File: config.mk
export PLATFORM = sky130hd
export DESIGN_NAME = vga_scanout
export DESIGN_NICKNAME = d
export VERILOG_FILES = /design/src/rtl/vga_scanout.sv
export SDC_FILE = /design/constraint.sdc
export NUM_CORES = 1
export LEC_CHECK = 0
export CORE_MARGIN = 2
export CORE_UTILIZATION = 53
export DETAILED_ROUTE_END_ITERATION = 8
export HOLD_SLACK_MARGIN = 0.1
export PLACE_DENSITY_LB_ADDON = 0.1
export REMOVE_ABC_BUFFERS = 1
export SYNTH_ARGS = -nofsm -noshare
export SYNTH_HDL_FRONTEND = slang
export SYNTH_SLANG_ARGS = --single-unit
File: constraint.sdc
create_clock -name clk -period 7.2 [get_ports clk]
set_input_delay 1.44 -clock clk [delete_from_list [all_inputs] [get_ports clk]]
set_output_delay 1.44 -clock clk [all_outputs]
set_load 0.02 [all_outputs]
File: src/rtl/vga_scanout.sv
// 640x480@60 VGA scanout: timing counters, 3x3-upscaled framebuffer reads, registered RGB/sync.
// Optional VGA_SCANOUT_TEST_PATTERN_EN adds test_pattern_sel for vertical colour bars.
module vga_scanout #(
  parameter int unsigned H_ACTIVE = 640,
  parameter int unsigned H_FRONT  = 16,
  parameter int unsigned H_SYNC   = 96,
  parameter int unsigned H_BACK   = 48,
  parameter int unsigned V_ACTIVE = 480,
  parameter int unsigned V_FRONT  = 10,
  parameter int unsigned V_SYNC   = 2,
  parameter int unsigned V_BACK   = 33,
  parameter int unsigned FB_WIDTH = 214,
  parameter int unsigned SCALE    = 3
) (
  input  logic        clk,
  input  logic        rst,
`ifdef VGA_SCANOUT_TEST_PATTERN_EN
  input  logic        test_pattern_sel,
`endif
  input  logic [2:0]  fb_data,
  output logic [15:0] fb_addr,
  output logic        vga_r,
  output logic        vga_g,
  output logic        vga_b,
  output logic        vga_hsync,
  output logic        vga_vsync,
  output logic        vblank_start
);

  localparam int unsigned H_TOTAL = H_ACTIVE + H_FRONT + H_SYNC + H_BACK;
  localparam int unsigned V_TOTAL = V_ACTIVE + V_FRONT + V_SYNC + V_BACK;
  localparam int unsigned XW      = $clog2(H_TOTAL);
  localparam int unsigned YW      = $clog2(V_TOTAL);
  localparam int unsigned SW      = (SCALE > 1) ? $clog2(SCALE) : 1;
  localparam int unsigned COL_MAX = (H_TOTAL - 1) / SCALE;
  localparam int unsigned CW      = $clog2(COL_MAX + 1);
  localparam int unsigned AW      = 16;

  // stage 0 position state
  logic [XW-1:0] x, x_n;
  logic [YW-1:0] y, y_n;
  logic [SW-1:0] x_sub, x_sub_n, y_sub, y_sub_n;
  logic [CW-1:0] fb_col, fb_col_n;
  logic [AW-1:0] row_base, row_base_n, addr_n;
  logic          vis_n;
  logic          vis0, hs0, vs0;

  // stage 1 delayed qualifiers (sync kept active-high internally)
  logic          vis1, hs1, vs1;

  // Next position; fb_addr is built from next state so it lines up with the counters.
  always_comb begin
    x_n        = x + XW'(1);
    y_n        = y;
    x_sub_n    = x_sub + SW'(1);
    fb_col_n   = fb_col;
    y_sub_n    = y_sub;
    row_base_n = row_base;
    if (x_sub == SW'(SCALE - 1)) begin
      x_sub_n  = '0;
      fb_col_n = fb_col + CW'(1);
    end
    if (x == XW'(H_TOTAL - 1)) begin
      x_n      = '0;
      x_sub_n  = '0;
      fb_col_n = '0;
      if (y == YW'(V_TOTAL - 1)) begin
        y_n        = '0;
        y_sub_n    = '0;
        row_base_n = '0;
      end else begin
        y_n = y + YW'(1);
        if (y_sub == SW'(SCALE - 1)) begin
          y_sub_n    = '0;
          row_base_n = row_base + AW'(FB_WIDTH);
        end else begin
          y_sub_n = y_sub + SW'(1);
        end
      end
    end
    vis_n  = (x_n < XW'(H_ACTIVE)) && (y_n < YW'(V_ACTIVE));
    addr_n = vis_n ? (row_base_n + AW'(fb_col_n)) : '0;
  end

  always_comb begin
    vis0 = (x < XW'(H_ACTIVE)) && (y < YW'(V_ACTIVE));
    hs0  = (x >= XW'(H_ACTIVE + H_FRONT)) && (x < XW'(H_ACTIVE + H_FRONT + H_SYNC));
    vs0  = (y >= YW'(V_ACTIVE + V_FRONT)) && (y < YW'(V_ACTIVE + V_FRONT + V_SYNC));
  end

  // stage 0 counters and address
  always_ff @(posedge clk or posedge rst) begin
    if (rst) begin
      x        <= '0;
      y        <= '0;
      x_sub    <= '0;
      y_sub    <= '0;
      fb_col   <= '0;
      row_base <= '0;
      fb_addr  <= '0;
    end else begin
      x        <= x_n;
      y        <= y_n;
      x_sub    <= x_sub_n;
      y_sub    <= y_sub_n;
      fb_col   <= fb_col_n;
      row_base <= row_base_n;
      fb_addr  <= addr_n;
    end
  end

  // vblank strobe is taken straight from the counters, not the pixel pipe
  always_ff @(posedge clk or posedge rst) begin
    if (rst) begin
      vblank_start <= 1'b0;
    end else begin
      vblank_start <= (x == '0) && (y == YW'(V_ACTIVE));
    end
  end

  // stage 1: framebuffer data returns alongside these
  always_ff @(posedge clk or posedge rst) begin
    if (rst) begin
      vis1 <= 1'b0;
      hs1  <= 1'b0;
      vs1  <= 1'b0;
    end else begin
      vis1 <= vis0;
      hs1  <= hs0;
      vs1  <= vs0;
    end
  end

`ifdef VGA_SCANOUT_TEST_PATTERN_EN
  logic [5:0] col6;
  logic [2:0] pat1;
  logic [2:0] pix;

  assign col6 = 6'(fb_col);

  always_ff @(posedge clk or posedge rst) begin
    if (rst) begin
      pat1 <= '0;
    end else begin
      pat1 <= col6[5:3];
    end
  end

  assign pix = test_pattern_sel ? pat1 : fb_data;
`else
  logic [2:0] pix;
  assign pix = fb_data;
`endif

  // stage 2: pin registers
  always_ff @(posedge clk or posedge rst) begin
    if (rst) begin
      vga_r     <= 1'b0;
      vga_g     <= 1'b0;
      vga_b     <= 1'b0;
      vga_hsync <= 1'b1;
      vga_vsync <= 1'b1;
    end else begin
      vga_r     <= vis1 & pix[2];
      vga_g     <= vis1 & pix[1];
      vga_b     <= vis1 & pix[0];
      vga_hsync <= ~hs1;
      vga_vsync <= ~vs1;
    end
  end

endmodule

### Yosys cells after proc, flatten, opt, wreduce, memory -nomap -nowiden

Cells that the tools add are included.

* register bits after elaboration: 74
* bits of input ports: 5
* output and inout bits: 22
* logic and storage cells: 60

* add/subtract/negate cells: 7
* order comparisons: 8
* eq/ne operators: 5
* multiplexer cells: 13
* bitwise operators: 5
* reductions and logical operators: 6

Operators with widths (count)
* 2-to-1 mux 16 bit: 4
* less-than comparator 10 bit (second input constant): 3
* less-than comparator 10 x 9 -> 1 bit (second input constant): 3
* 2-to-1 mux 10 bit: 3
* adder 10 x 1 -> 10 bit (second input constant): 2
* == test 10 bit (second input constant): 2
* 2-to-1 mux 9 bit: 2
* adder 16 x 8 -> 16 bit (second input constant): 1
* adder 16 x 9 -> 16 bit: 1
* == test 10 x 9 -> 1 bit (second input constant): 1
* >= comparator 10 bit (second input constant): 1
* >= comparator 10 x 9 -> 1 bit (second input constant): 1
* zero test 10 bit: 1
* adder 9 x 1 -> 9 bit (second input constant): 1
* 2-to-1 mux 2 bit: 4
* logical AND 1 bit: 5
* adder 2 x 1 -> 2 bit (second input constant): 2
* == test 2 bit (second input constant): 2
* AND 1 bit: 3
* inverter 1 bit: 2

### Longest topological paths before layout

Gate-level depths: netlist of run 1.

* depth in word-level cells: 6
* depth in mapped cells: 17
* mapped depth without buffers: 16

### Worst setup path after synthesis of run 1

No wires, ideal clock.

* kind: reg-to-reg
* start point: register y[0]
* end point: register fb_addr[14]
* library setup time: 0.073 ns
* arrival time: 3.857 ns
* data required time: 7.127 ns
* slack: 3.270 ns
* stages on the path, launching flop included: 17
* path buffers: 2
* clock period less this slack: 3.930 ns
* cell sequence: dfrtp_1 > inv_1 > ha_1 > nand4_1 > nor4_1 > and2_1 > clkbuf_1 > clkbuf_1 > a211oi_1 > ha_1 > nor2b_1 > o21ai_0 > a21oi_1 > o211ai_1 > a2111o_1 > or4_4 > a21oi_2

* elaborated cells on any way between the ends: 10
* classes of those cells: add/sub (2); order compare (1); eq/ne (1); mux (5); reduce/logical (1)

RTL lines
* from (decl): line 41 `logic [YW-1:0] y, y_n;`
* from (signal assigned): line 103 `y <= y_n;`
* == test 10 bit: line 67 `if (y == YW'(V_TOTAL - 1)) begin`
* 2-to-1 mux 16 bit: line 67
* 2-to-1 mux 16 bit: line 63 `if (x == XW'(H_TOTAL - 1)) begin`
* via row_base_n[2]: line 44 `logic [AW-1:0] row_base, row_base_n, addr_n;`
* adder 16 x 9 -> 16 bit: line 82 `addr_n = vis_n ? (row_base_n + AW'(fb_col_n)) : '0;`
* 2-to-1 mux 16 bit: line 82
* via addr_n[14]: line 44
* to (signal assigned): line 108 `fb_addr <= addr_n;`
* to (decl): line 21 `output logic [15:0] fb_addr,`

The timed path passes the listed nets, and every way through them passes these cells.
A chain may end at the register's enable or synchronous reset.

### Worst setup path after layout of run 1

* start point: register x[0]
* end point: register fb_addr[14]

* elaborated cells on any way between the ends: 11
* classes of those cells: add/sub (2); order compare (2); eq/ne (1); mux (5); reduce/logical (1)

RTL lines
* from (decl): line 40 `logic [XW-1:0] x, x_n;`
* from (signal assigned): line 102 `x <= x_n;`
* == test 10 bit: line 63
* 2-to-1 mux 16 bit: line 63
* via row_base_n[2]: line 44
* adder 16 x 9 -> 16 bit: line 82
* 2-to-1 mux 16 bit: line 82
* via addr_n[14]: line 44

The timed path passes the listed nets, and every way through them passes these cells.

==> impl_metrics.toml, run 1 <==
[timing]
tightest_slew_ns = 0.891
final_max_slew_viol_count = 0
rsz0062_at_grt = "false"
setup_viol = 0
hold_violations = 0
min_period_ns = 4.51
max_freq_mhz = 222
setup_tns_ns = 0
slew_headroom = 0.406
worst_slack_ns = 2.69
fin_crit_sh = 0.626
skew_ns = 0.00719

[clock_tree]
clock_sinks = 74
clock_path_buffers = 2
cts-root-buf = "clkbuf_8"
clk_pin_slew_ns = 0.08
htree_levels = 3
cts_tree = "yes"
hold_buffers = 0
post_cts.repair.setup_buffers = 0
post_cts_resized = 0
clock_latency_ns = 0.34
numCtsBuffers = 9

[layout]
final_area_um2 = 4330
syn_to_final_growth_pct = 14.1
final_cell_mix = "72 x dfrtp_1, 43 x nor2_1, 26 x nand2_1, 26 x clkdlybuf4s50_1, 23 x inv_1"
final_nets = 428
layout-drive-gt1-share = 0.0852
layout_commonest_cell = "dfrtp_1"
diodes = 0

[synthesis]
synth-main-ff-cell = "dfrtp_1"
ys_types = 59
async_flop_share = 1.00
synth.avg_cell_area_um2 = 10.0
yosysWarnings = 0
netlist_area_um2 = 3800
synthCells = 378
ys_ff_latch = 74
yosysSeqAreaShare = 0.488
synth_edf_count = 0

[grt]
grt_overflow = 0
grt_antenna_before_repair = 0
grt_usage = 0.205
grt_pass1_vias = 2576
grt_pass1_wl_um = 12200
grt_max_degree = 75

[route]
detail_route.first_pass.iterations = 4
vias = 2712
ant_nets = 0
drt-wirelength-per-cell_um = 14.3
drc = 0
drt_iter0_drc = 118
vias_per_cell = 5.35
wl_um = 7260

[place]
dp_slack_ns = 2.69
io_buffers = 26
placed_area_um2 = 4130
routabilityCongestion = 0.810
hpwl_um = 5200

[pwr]
power.internal_uw = 597
p_clk_frac = 0.430
p_per_area_nw_per_um2 = 174
switching_share = 0.209
p_seq_frac = 0.552
vdd_drop_max_uv = 98.2
pwr-share-comb = 0.018
switchingPower_uw = 158
p_leak_nw = 1.95

[critical_path]
regToRegEndpoint = "fb_addr[14]"
start_kind = "register"
cp-end-kind = "register"
worst-path-max-fanout = 20
r2r-start = "x[0]"
worstPathArrival_ns = 4.78
critical_path_class = "register to register"
r2r_cells = 13
ff2ff_setup_slack_ns = 2.69
crit_required_ns = 7.47

[min_path]
min_from = "hs1"
min_path_type = "register to register"
whs_endpoint = "vga_hsync"
min_path_cells = 1

[die]
dieArea_um2 = 7860
coreArea_um2 = 6870
die_x_um = 88.6
initial_core_util = 0.553
ios = 27
floorplan.rows = 30
die_y_um = 88.6

[status]
status = "complete, no violations"

[flow_run]
cap_violations = 0
## cells by family after synthesis
kind of cell	synth area share
buffers and inverters	0.0386
DFF	0.488
and+or+nand+nor	0.229
xor gates and xnor gates	0.0877
muxes	0.00527
adders and majority gates	0.0580
AOI/OAI and AO/OA	0.0929
## worst max-delay path, stage by stage, from the launching register on
cell	delay, ns
dfrtp_1	0.41
ha_1	0.24
and4_1	0.40
and3_2	0.49
and2_1	0.53
a211oi_1	0.14
ha_1	0.37
nor2b_1	0.19
o21ai_0	0.12
a21oi_1	0.27
o211ai_1	0.20
a2111o_1	0.50
or4_4	0.43
a21oi_2	0.14
## flip-flops by register name (all words and copies together), names as in the netlist, 2 cells and up
| signal | count |
|---|---|
| x | 10 |
| row_base | 16 |
| fb_col | 9 |
| y_sub | 2 |
| x_sub | 2 |
| fb_addr | 16 |
| y | 10 |
## Yosys cell counts, drive strengths merged (2+ instances only)
cell | n | area share
a211oi | 2 | 0.0040
a21oi | 6 | 0.0089
a31oi | 2 | 0.0033
and2 | 9 | 0.015
and3 | 7 | 0.012
and4 | 4 | 0.0096
buf | 7 | 0.012
clkbuf | 3 | 0.0030
dfrtp | 72 | 0.47
dfstp | 2 | 0.014
ha | 16 | 0.053
inv | 24 | 0.024
mux2i | 2 | 0.0053
nand2 | 26 | 0.026
nand2b | 4 | 0.0066
nand3 | 15 | 0.020
nand4 | 10 | 0.020
nor2 | 43 | 0.043
nor2b | 9 | 0.015
nor3 | 8 | 0.014
nor3b | 2 | 0.0040
nor4 | 8 | 0.015
o21a | 2 | 0.0040
o21ai | 20 | 0.026
o22ai | 2 | 0.0033
o31a | 2 | 0.0046
o31ai | 6 | 0.012
or2 | 3 | 0.0049
or3 | 5 | 0.0086
or4 | 4 | 0.010
xnor2 | 16 | 0.037
xor2 | 22 | 0.051
## cell type report
class | count | area [um^2]
Timing Repair Buffer | 27 | 268
Multi-Input combinational cell | 270 | 1800
Inverter | 24 | 90.1
Sequential cell | 74 | 1850
Clock buffer | 11 | 151
Fill cell | 589 | 2540
Clock inverter | 5 | 52.6
Tap cell | 96 | 120
## worst max-delay path by stage
| stage | from | endpoint | depth (start not counted) |
|---|---|---|---|
| final | x[0] | fb_addr[14] | 13 |
| after CTS | x[0] | fb_addr[14] | 13 |
| after detailed placement | x[0] | fb_addr[14] | 13 |
| after floorplan | x[0] | fb_addr[14] | 14 |
| after global routing | x[0] | fb_addr[14] | 13 |
| after global placement | x[0] | fb_addr[14] | 13 |
## power groups by stage
stage | combinational [mW] | sequential [mW] | clock (mW)
6_report | 0.0135 | 0.416 | 0.325
2_1_floorplan | 0.00660 | 0.426 | 0
3_5_place_dp | 0.0143 | 0.425 | 0
3_3_place_gp | 0.0142 | 0.425 | 0
5_1_grt | 0.0157 | 0.416 | 0.353
4_1_cts | 0.0143 | 0.416 | 0.332
## through the flow
step	total power, mW	utilization	cells	hold slack [ns]
after floorplan	0.432	-	368	0.337
after global placement	0.439	0.601	491	0.339
after detailed placement	0.439	0.601	491	0.341
after CTS	0.762	0.631	507	0.352
after global routing	0.785	0.631	507	0.366
final	0.755	0.631	507	0.350
## per-layer routing
metal,up-vias,part of all wire,global-route usage
li1,1367,-,-
met1,1285,0.51,0.306
met2,49,0.44,0.298
met3,11,0.037,0.0429
met4,0,0.013,0.0730
met5,-,0,0
Power figures use the tool's default switching activity.
==> run 2, diff against run 1 <==
==> constraint.sdc (replaced) <==
create_clock -name clk -period 4.2 [get_ports clk]
set_input_delay 0.84 -clock clk [delete_from_list [all_inputs] [get_ports clk]]
set_output_delay 0.84 -clock clk [all_outputs]
set_load 0.02 [all_outputs]
==> impl_metrics.toml, run 2 (same netlist as run 1, synthesis figures left out) <==
[critical_path]
r2r-start = "x[0]"
worst-path-max-fanout = 10
r2r_cells = 15
crit_path_cell_trace = "ha_1 > and4_1 > buf_4 > and4_4 > xnor2_1 > nor2_1 > inv_1 > fa_1 > nor2b_1 > o21ai_0 > a21oi_2 > o211ai_1 > a2111o_1 > or4_4 > a21oi_2"
critical_path.most_common_cell = "a21oi_2"
cp-end-kind = "register"
worstPathArrival_ns = 4.15
critical_path_class = "register to register"
ff2ff_setup_slack_ns = 0.31
regToRegEndpoint = "fb_addr[14]"
crit_start = "x[0]"
slowest_stage = "a2111o_1"
setup.worst_path.end = "fb_addr[14]"
crit_required_ns = 4.47
start_kind = "register"
cp_slowest_stage_delay_ns = 0.49

[min_path]
min_from = "vs1"
min_path_cells = 1
min_path_type = "register to register"

[timing]
setup_viol = 0
skew_ns = 0.00752
max_freq_mhz = 257
rsz0062_at_grt = "false"
fin_crit_sh = 0.925
final_max_slew_viol_count = 0
slew_headroom = 0.517
worst_slack_ns = 0.315
hold_violations = 0
tightest_slew_ns = 0.719
setup_tns_ns = 0
min_period_ns = 3.89

[route]
drt-wirelength-per-cell_um = 14.6
drt_iter0_drc = 140
wl_um = 7510
vias = 2787
drc = 0
vias_per_cell = 5.42
detail_route.first_pass.iterations = 5
ant_nets = 0

[grt]
grt_pass1_wl_um = 13000
grt_usage = 0.218
grt_overflow = 0
grt_max_degree = 34
grt_antenna_before_repair = 0
grt_pass1_vias = 2771

[die]
ios = 27
die_y_um = 88.6
dieArea_um2 = 7860
floorplan.rows = 30
coreArea_um2 = 6870
initial_core_util = 0.553
die_x_um = 88.6

[clock_tree]
cts-root-buf = "clkbuf_8"
clock_latency_ns = 0.34
clk_pin_slew_ns = 0.07
numCtsBuffers = 9
htree_levels = 3
cts_tree = "yes"
clock_sinks = 74
clock_path_buffers = 2

[layout]
layout-drive-gt1-share = 0.103
final_cells = 514
layout_commonest_cell = "dfrtp_1"
final_cell_mix = "72 x dfrtp_1, 43 x nor2_1, 26 x clkdlybuf4s50_1"
utilization = 0.639
diodes = 0
final_nets = 436
num-fill-cells = 600
reg_top3 = "fb_addr: 16 flops, row_base: 16 flops"
syn_to_final_growth_pct = 15.7

[place]
dp.cells = 499
routabilityCongestion = 0.862
hpwl_um = 5480
dp_slack_ns = 0.161
io_buffers = 26

[pwr]
p_leak_nw = 1.98
p_per_area_nw_per_um2 = 289
vdd_drop_max_uv = 194

[status]
status = "complete, no violations"

[flow_run]
cap_violations = 0
[run 2: repair_timing]
action / in CTS / in global routing
resized for setup: 0 / 5
buffers inserted: 0 / 0
endpoints found under the setup margin: 0 / 1
hold buffers: 0 / 0
[run 2: cell type report]
cell class	count	area, um^2	share of cell area
Sequential cell	74	1850	0.422
Multi-Input combinational cell	270	1810	0.413
Timing Repair Buffer	35	328	0.0747
Clock buffer	12	145	0.0331
Tap cell	96	120	0.0274
Inverter	24	90.1	0.0205
Clock inverter	3	40.0	0.00912
[run 2: per-layer routing]
| metal | track usage | vias up | part of all wire |
|---|---|---|---|
| met4 | 0.0882 | 0 | 0.017 |
| met2 | 0.322 | 49 | 0.43 |
| li1 | - | 1391 | - |
| met5 | 0 | - | 0 |
| met3 | 0.0299 | 11 | 0.027 |
| met1 | 0.323 | 1336 | 0.52 |
[run 2: per-stage QoR]
step | cell area (um^2) | hold slack (ns) | power [mW]
2_1_floorplan | 3740 | 0.337 | 0.741
5_1_grt | 4390 | 0.379 | 1.32
3_5_place_dp | 4190 | 0.343 | 0.753
6_report | 4390 | 0.351 | 1.27
3_3_place_gp | 4190 | 0.338 | 0.753
4_1_cts | 4370 | 0.354 | 1.29
[run 2: how the worst min path moves through the flow]
stage / endpoint / slack (ns)
5_1_grt: vga_vsync / 0.38
3_5_place_dp: vga_vsync / 0.34
4_1_cts: vga_vsync / 0.35
6_report: vga_vsync / 0.35
3_3_place_gp: vga_vsync / 0.34
2_1_floorplan: vga_hsync / 0.34
[run 2: critical path: cells and delay by family (launching register included)]
kind	cells	cell delay, ns
buffers and inverters	2	0.24
XOR/XNOR	1	0.08
AO/OA/AOI/OAI	5	1.15
AND/OR/NAND/NOR	5	1.30
flip-flops	1	0.40
adder cells (fa/ha/maj)	2	0.65
[run 2: power breakdown]
group	switching [mW]	internal, mW	total [mW]
clock network	0.245	0.286	0.531
logic	0.0167	0.00765	0.0243
registers	0.000349	0.714	0.714
==> run 3, diff against run 2 <==
--- a/config.mk
+++ b/config.mk
@@ -7,6 +7,7 @@
 export LEC_CHECK = 0
 export CORE_MARGIN = 2
 export CORE_UTILIZATION = 53
+export CTS_CLUSTER_DIAMETER = 50
 export DETAILED_ROUTE_END_ITERATION = 8
 export HOLD_SLACK_MARGIN = 0.1
 export PLACE_DENSITY_LB_ADDON = 0.1
==> constraint.sdc (replaced) <==
create_clock -name clk -period 4.2 [get_ports clk]
set_input_delay 0.84 -clock clk [delete_from_list [all_inputs] [get_ports clk]]
set_output_delay 0.84 -clock clk [all_outputs]
set_load 0.005 [all_outputs]
==> results of run 3 <==
The final DEF is identical to that of run 2. Status: complete, no violations.
